File: src/rtl/seq_decoder_pkg.sv
// -----------------------------------------------------------------------------
// seq_decoder_pkg
// Shared definitions for the registered line decoder:
//   state_t     - FSM state encodings (IDLE/HOLD/PULSE/DRAIN)
//   MODE_LEVEL  - latched one-hot output until the next code
//   MODE_PULSE  - one-hot asserted for a fixed number of cycles
//   onehot()    - bit idx of the one-hot code for sel
// -----------------------------------------------------------------------------
package seq_decoder_pkg;

  typedef enum logic [1:0] {
    IDLE  = 2'd0,
    HOLD  = 2'd1,
    PULSE = 2'd2,
    DRAIN = 2'd3
  } state_t;

  localparam logic MODE_LEVEL = 1'b0;
  localparam logic MODE_PULSE = 1'b1;

  // Evaluated per output bit so the caller's vector width stays parametric.
  function automatic logic onehot(input int sel, input int idx);
    return (sel == idx);
  endfunction

endpackage : seq_decoder_pkg

File: src/rtl/dec_pulse_timer.sv
// -----------------------------------------------------------------------------
// dec_pulse_timer
// Loadable down-counter timing the pulse-mode one-hot.
//   clk, rst_n : clock, asynchronous active-low reset
//   load       : load value into the counter (wins over counting)
//   value      : load value, normally PULSE_LEN-1
//   done       : counter is at zero
// The counter holds at zero, so it can never wrap below zero.
// -----------------------------------------------------------------------------
module dec_pulse_timer #(
  parameter int PULSE_LEN = 4,
  localparam int CNT_W    = $clog2(PULSE_LEN) + 1
) (
  input  logic             clk,
  input  logic             rst_n,
  input  logic             load,
  input  logic [CNT_W-1:0] value,
  output logic             done
);

  logic [CNT_W-1:0] cnt;

  // NOTE: sequential state uses non-blocking assignments so every register
  // samples pre-edge values regardless of process evaluation order.
  always_ff @(posedge clk or negedge rst_n) begin
    if (!rst_n) begin
      cnt <= '0;
    end else if (load) begin
      cnt <= value;
    end else if (cnt != '0) begin
      cnt <= cnt - CNT_W'(1);
    end
  end

  assign done = (cnt == '0);

endmodule : dec_pulse_timer

File: src/rtl/seq_decoder.sv
// -----------------------------------------------------------------------------
// seq_decoder
// Registered N-to-2^N line decoder with valid/ready handshakes.
//   clk, rst_n : clock, asynchronous active-low reset
//   en         : allows new codes to be accepted
//   mode       : 0 = level (latched), 1 = pulse; sampled on accept
//   in_valid   : in_sel carries a code
//   in_sel     : code to decode
//   in_ready   : block can accept a code this cycle
//   out_valid  : decode event awaiting acknowledgement
//   out_ready  : downstream acknowledges the event
//   dec_out    : registered one-hot, inverted when ACTIVE_LOW
//   busy       : FSM not idle
// -----------------------------------------------------------------------------
module seq_decoder
  import seq_decoder_pkg::*;
#(
  parameter int  SEL_W      = 2,
  parameter int  PULSE_LEN  = 4,
  parameter bit  ACTIVE_LOW = 1'b0,
  localparam int OUT_W      = 2 ** SEL_W,
  localparam int CNT_W      = $clog2(PULSE_LEN) + 1
) (
  input  logic             clk,
  input  logic             rst_n,
  input  logic             en,
  input  logic             mode,
  input  logic             in_valid,
  input  logic [SEL_W-1:0] in_sel,
  output logic             in_ready,
  output logic             out_valid,
  input  logic             out_ready,
  output logic [OUT_W-1:0] dec_out,
  output logic             busy
);

  state_t           state_q, state_d;
  logic [SEL_W-1:0] sel_q, sel_d;
  logic             mode_q, mode_d;
  logic             have_val_q, have_val_d;
  logic             out_valid_q, out_valid_d;
  logic [OUT_W-1:0] dec_q, dec_d;
  logic [OUT_W-1:0] dec_act;
  logic             accept;
  logic             timer_done;

  assign accept = in_valid && in_ready;

  dec_pulse_timer #(
    .PULSE_LEN (PULSE_LEN)
  ) u_timer (
    .clk   (clk),
    .rst_n (rst_n),
    .load  (accept),
    .value (CNT_W'(PULSE_LEN - 1)),
    .done  (timer_done)
  );

  // State register
  always_ff @(posedge clk or negedge rst_n) begin
    if (!rst_n) begin
      state_q <= IDLE;
    end else begin
      state_q <= state_d;
    end
  end

  // Next-state logic
  always_comb begin
    // NOTE: every combinational output gets a default first so no path
    // leaves it unassigned, which would infer a latch.
    state_d = state_q;
    unique case (state_q)
      IDLE: begin
        if (accept) state_d = (mode == MODE_PULSE) ? PULSE : HOLD;
      end
      HOLD: begin
        // Ack together with a new code reloads in the same cycle.
        if (accept)         state_d = (mode == MODE_PULSE) ? PULSE : HOLD;
        else if (out_ready) state_d = IDLE;
      end
      PULSE: begin
        // The pulse runs its full length; only the exit depends on the ack.
        if (timer_done) state_d = (!out_valid_q || out_ready) ? IDLE : DRAIN;
      end
      DRAIN: begin
        if (out_ready) state_d = IDLE;
      end
      default: state_d = IDLE;
    endcase
  end

  // Output / datapath next-value logic
  always_comb begin
    in_ready = 1'b0;
    unique case (state_q)
      IDLE:    in_ready = en;
      HOLD:    in_ready = en && out_ready;
      default: in_ready = 1'b0;
    endcase

    busy = (state_q != IDLE);

    sel_d       = accept ? in_sel : sel_q;
    mode_d      = accept ? mode   : mode_q;
    have_val_d  = accept ? 1'b1   : have_val_q;
    out_valid_d = accept ? 1'b1   : (out_ready ? 1'b0 : out_valid_q);

    for (int i = 0; i < OUT_W; i++) begin
      dec_act[i] = onehot(32'(sel_d), i);
    end

    // dec_out is registered, so it is computed from the state being entered.
    dec_d = {OUT_W{ACTIVE_LOW}};
    if (state_d == HOLD || state_d == PULSE ||
        (state_d == IDLE && have_val_d && mode_d == MODE_LEVEL)) begin
      dec_d = ACTIVE_LOW ? ~dec_act : dec_act;
    end
  end

  // Datapath registers
  always_ff @(posedge clk or negedge rst_n) begin
    if (!rst_n) begin
      sel_q       <= '0;
      mode_q      <= MODE_LEVEL;
      have_val_q  <= 1'b0;
      out_valid_q <= 1'b0;
      dec_q       <= {OUT_W{ACTIVE_LOW}};
    end else begin
      sel_q       <= sel_d;
      mode_q      <= mode_d;
      have_val_q  <= have_val_d;
      out_valid_q <= out_valid_d;
      dec_q       <= dec_d;
    end
  end

  assign out_valid = out_valid_q;
  assign dec_out   = dec_q;

endmodule : seq_decoder
File: config.mk
export PLATFORM = sky130hd
export DESIGN_NAME = seq_decoder
export DESIGN_NICKNAME = d
export VERILOG_FILES = /design/src/rtl/seq_decoder_pkg.sv /design/src/rtl/dec_pulse_timer.sv /design/src/rtl/seq_decoder.sv
export SDC_FILE = /design/constraint.sdc
export NUM_CORES = 1
export LEC_CHECK = 0
export ABC_AREA = 1
export CAP_MARGIN = 20
export CORE_AREA = 2 2 50 52
export DETAILED_ROUTE_END_ITERATION = 16
export DIE_AREA = 0 0 52 54
export PLACE_DENSITY = 0.68
export SYNTH_ARGS = -nofsm -noshare
export SYNTH_HDL_FRONTEND = slang
export SYNTH_SLANG_ARGS = --single-unit
File: constraint.sdc
create_clock -name clk -period 3.7 [get_ports clk]
set_clock_uncertainty 0.15 [all_clocks]
set_input_delay 0.925 -clock clk [delete_from_list [all_inputs] [get_ports clk]]
set_output_delay 0.925 -clock clk [all_outputs]
set_load 0.02 [all_outputs]
==> impl_metrics.yaml <==
synth:
  synth_largest_type_area_fraction: 0.454
  synthesis.instances: 93
  number_of_distinct_standard_cells_referenced_by_the_synthesized_netlist: 21
  yosys_warnings: 0
  synth-edff-count: 0
  mapped_area_um2: 772
  synth_area_leader_cell: "sky130_fd_sc_hd__dfrtp_1"
  postSynthRegisterBits: 14
  average_instance_area_after_synthesis_um2: 8.30
  synthesis.nets: 104
  synth_flop_cell: "sky130_fd_sc_hd__dfrtp_1"
  synth_area_leaders: "sky130_fd_sc_hd__dfrtp_1, sky130_fd_sc_hd__inv_1, sky130_fd_sc_hd__nand2_1, sky130_fd_sc_hd__ha_1, sky130_fd_sc_hd__a21oi_1"
  proportion_of_register_bits_with_asynchronous_set_or_reset_after_synthesis: 1.00
  sequential_fraction_of_the_synthesis_area: 0.454
finish:
  layout_overhead_on_the_synthesized_area_pct: 25.8
  layout-drive-gt1-share: 0.119
  antenna_diode_count: 0
  layout.nets: 121
  layout_commonest_cell: "sky130_fd_sc_hd__inv_1"
  final_cell_mix: "sky130_fd_sc_hd__inv_1, sky130_fd_sc_hd__nand2_1, sky130_fd_sc_hd__dfrtp_1, sky130_fd_sc_hd__clkdlybuf4s50_1, sky130_fd_sc_hd__nor2_1"
  final_cell_count_no_fill: 139
  fillCellCount: 236
routing:
  num_vias: 614
  drtIter0Drc: 6
  drc: 0
  totalWireLength_um: 1270
  initial_drt_pass_iterations: 4
  final_antenna_net_count: 0
  vias_per_cell: 4.42
  routed_wire_length_per_instance_um: 9.13
clocking:
  h-tree-depth: 1
  cts_hold_buffers: 0
  cts-buffers-inserted: 3
  latest_clock_arrival_within_the_worst_skew_pair_ps: 280
  cts_tree: "built"
  clock_tree.buffer_depth: 2
  cts_repair_resize_count: 0
  cts.repair_timing.setup_buffer_count: 0
  clkSlewWorstSetupHoldPaths_ps: 80
  clock_tree_root: "sky130_fd_sc_hd__clkbuf_4"
  clkSinkCount: 14
timing:
  final-hold-violation-count: 0
  max_clock_freq_mhz: 294
  post-route-period-util: 0.921
  tightest_slew_ps: 607
  postLayoutSetupSlackWorst_ps: 294
  rsz0062_at_grt: "false"
  max_slew_margin: 0.594
  period_minus_slack_ps: 3410
  setup_violations: 0
  totalNegativeSetupSlack_ps: 0
  maxSlewViolCount: 0
worst_setup_path:
  ff2ff_setup_slack_ps: 1650
  crit_path_max_fanout: 7
  endpoint: "in_ready"
  critical_path_cell_count: 5
  crit_path_start: "out_ready"
  worst_r2r_endpoint: "dec_out[2]$_DFF_PN0_"
  crit_path_max_incr_delay_ps: 590
  data_arrival_time_of_the_critical_path_ps: 2330
  critical-path-top-delay-family: "buffers and inverters"
  timing.critical_path.mode_cell: "sky130_fd_sc_hd__clkdlybuf4s50_1"
  worstSetupEndpointType: "primary output"
  path_cells: "clkdlybuf4s50_1, inv_1, nand2_2, and2_2, clkdlybuf4s50_1"
  worst_path_max_delay_cell: "sky130_fd_sc_hd__clkdlybuf4s50_1"
  cp-start-kind: "input pin"
  timing.rr.start: "u_timer.cnt[0]$_DFFE_PN0P_"
  path_class: "input pin to primary output"
  critical_path.n_buffers_inverters: 3
  worst-endpoint-required_ps: 2620
  reg2regPathDepth: 11
placed_design:
  pre_cts_slack_ps: 290
  globalplace.congestion: 0.782
  port_buffers: 14
  placed_cells_incl_taps: 135
  post-dp-hpwl_um: 995
power:
  power.clock.fraction: 0.144
  p_sw_uw: 304
  p_leak_nw: 0.517
  cell_internal_pwr_uw: 442
  max-vdd-ir-drop_mv: 0.327
  fin_total_pwr_uw: 746
  pwr-share-comb: 0.523
  areal_power_density_over_the_cells_mw_per_mm2: 768
  swShare: 0.407
  share_seq_of_total_power: 0.333
grt:
  grt_usage: 0.114
  globalRouteOverflowTotal: 0
  antenna_found_initial: 0
  grt_pass1_vias: 555
  pin_count_of_the_biggest_net_entering_global_routing: 17
  grt_pass1_wl_um: 2320
hold_path:
  timing.hold.worst.class: "register to register"
run_status:
  run_status: "finished clean"
floorplanning:
  coreArea_mm2: 0.00232
  floorplan.initialDensity: 0.333
  height_of_the_die_um: 54
  die_x_um: 52
  ios: 15
  design.die.area_mm2: 0.00281
  placement_rows: 18
run:
  max-cap-violations: 0
## metrics by stage
step                      hold slack, ps   util  area (um^2)
final                                360  0.419          971
after global routing                 408  0.419          971
after CTS                            371  0.419          971
after detailed placement             350  0.403          935
after global placement               323  0.403          935
after floorplan                      306      -          772
## worst register-to-register path: cells and delay by family, from the launching register on
kind	cells	cell delay, ps
buf+inv	2	120
compound gates	4	500
flops	1	390
simple gates	2	230
fa+ha+maj	3	590
## flip-flops by register name (all words and copies together), names as in the netlist
register,flops
state_q,2
have_val_q,1
out_valid,1
dec_out,4
mode_q,1
sel_q,2
u_timer.cnt,3
## synthesized netlist by cell type (2+ instances only)
| library cell | n |
|---|---|
| sky130_fd_sc_hd__nand2_1 | 21 |
| sky130_fd_sc_hd__a21oi_1 | 5 |
| sky130_fd_sc_hd__o21ai_2 | 2 |
| sky130_fd_sc_hd__ha_1 | 3 |
| sky130_fd_sc_hd__nor2_1 | 6 |
| sky130_fd_sc_hd__o21ai_1 | 2 |
| sky130_fd_sc_hd__nand4_1 | 3 |
| sky130_fd_sc_hd__dfrtp_1 | 14 |
| sky130_fd_sc_hd__nand2_2 | 2 |
| sky130_fd_sc_hd__o21ai_0 | 3 |
| sky130_fd_sc_hd__inv_1 | 22 |
## worst min path at each step
stage                    startpoint                    to  slack (ps)  cells past startpoint
3_3_place_gp   have_val_q$_DFF_PN0_  have_val_q$_DFF_PN0_         320                      2
5_1_grt        have_val_q$_DFF_PN0_  have_val_q$_DFF_PN0_         410                      2
4_1_cts        have_val_q$_DFF_PN0_  have_val_q$_DFF_PN0_         370                      2
6_report       have_val_q$_DFF_PN0_  have_val_q$_DFF_PN0_         360                      2
3_5_place_dp   have_val_q$_DFF_PN0_  have_val_q$_DFF_PN0_         350                      2
2_1_floorplan  have_val_q$_DFF_PN0_  have_val_q$_DFF_PN0_         310                      2
## logic make-up (layout without fill, tap and decap cells)
logic type | count (synthesis) | count (layout) | synth area share
simple gates | 36 | 36 | 0.229
buf+inv | 24 | 40 | 0.126
compound gates | 15 | 15 | 0.131
flops | 14 | 14 | 0.454
fa+ha+maj | 3 | 3 | 0.0486
xor+xnor | 1 | 1 | 0.0113
## power groups by stage
stage          Clock (mW)  Sequential (mW)  Combinational (mW)
2_1_floorplan           0            0.273               0.257
3_3_place_gp            0            0.251               0.384
3_5_place_dp            0            0.252               0.393
4_1_cts             0.113            0.249               0.396
5_1_grt             0.122            0.255               0.448
6_report            0.107            0.248               0.390
## cell type report
class | instances | area [um^2] | area share
well taps | 30 | 37.5 | 0.0387
flip-flops and latches | 14 | 350 | 0.361
repair buffers | 14 | 140 | 0.144
inverters | 22 | 82.6 | 0.0851
multi-input cells | 55 | 324 | 0.334
clock buffers | 4 | 36.3 | 0.0374
## metal layers
layer | wire, um | GRT usage | vias to the layer above | share of wire
li1 | - | - | 315 | -
met1 | 560 | 0.137 | 283 | 0.44
met2 | 627 | 0.186 | 16 | 0.49
met3 | 82 | 0.0528 | 0 | 0.065
met4 | 0 | 0.0263 | 0 | 0
met5 | 0 | 0 | - | 0
Power figures use the tool's default switching activity.
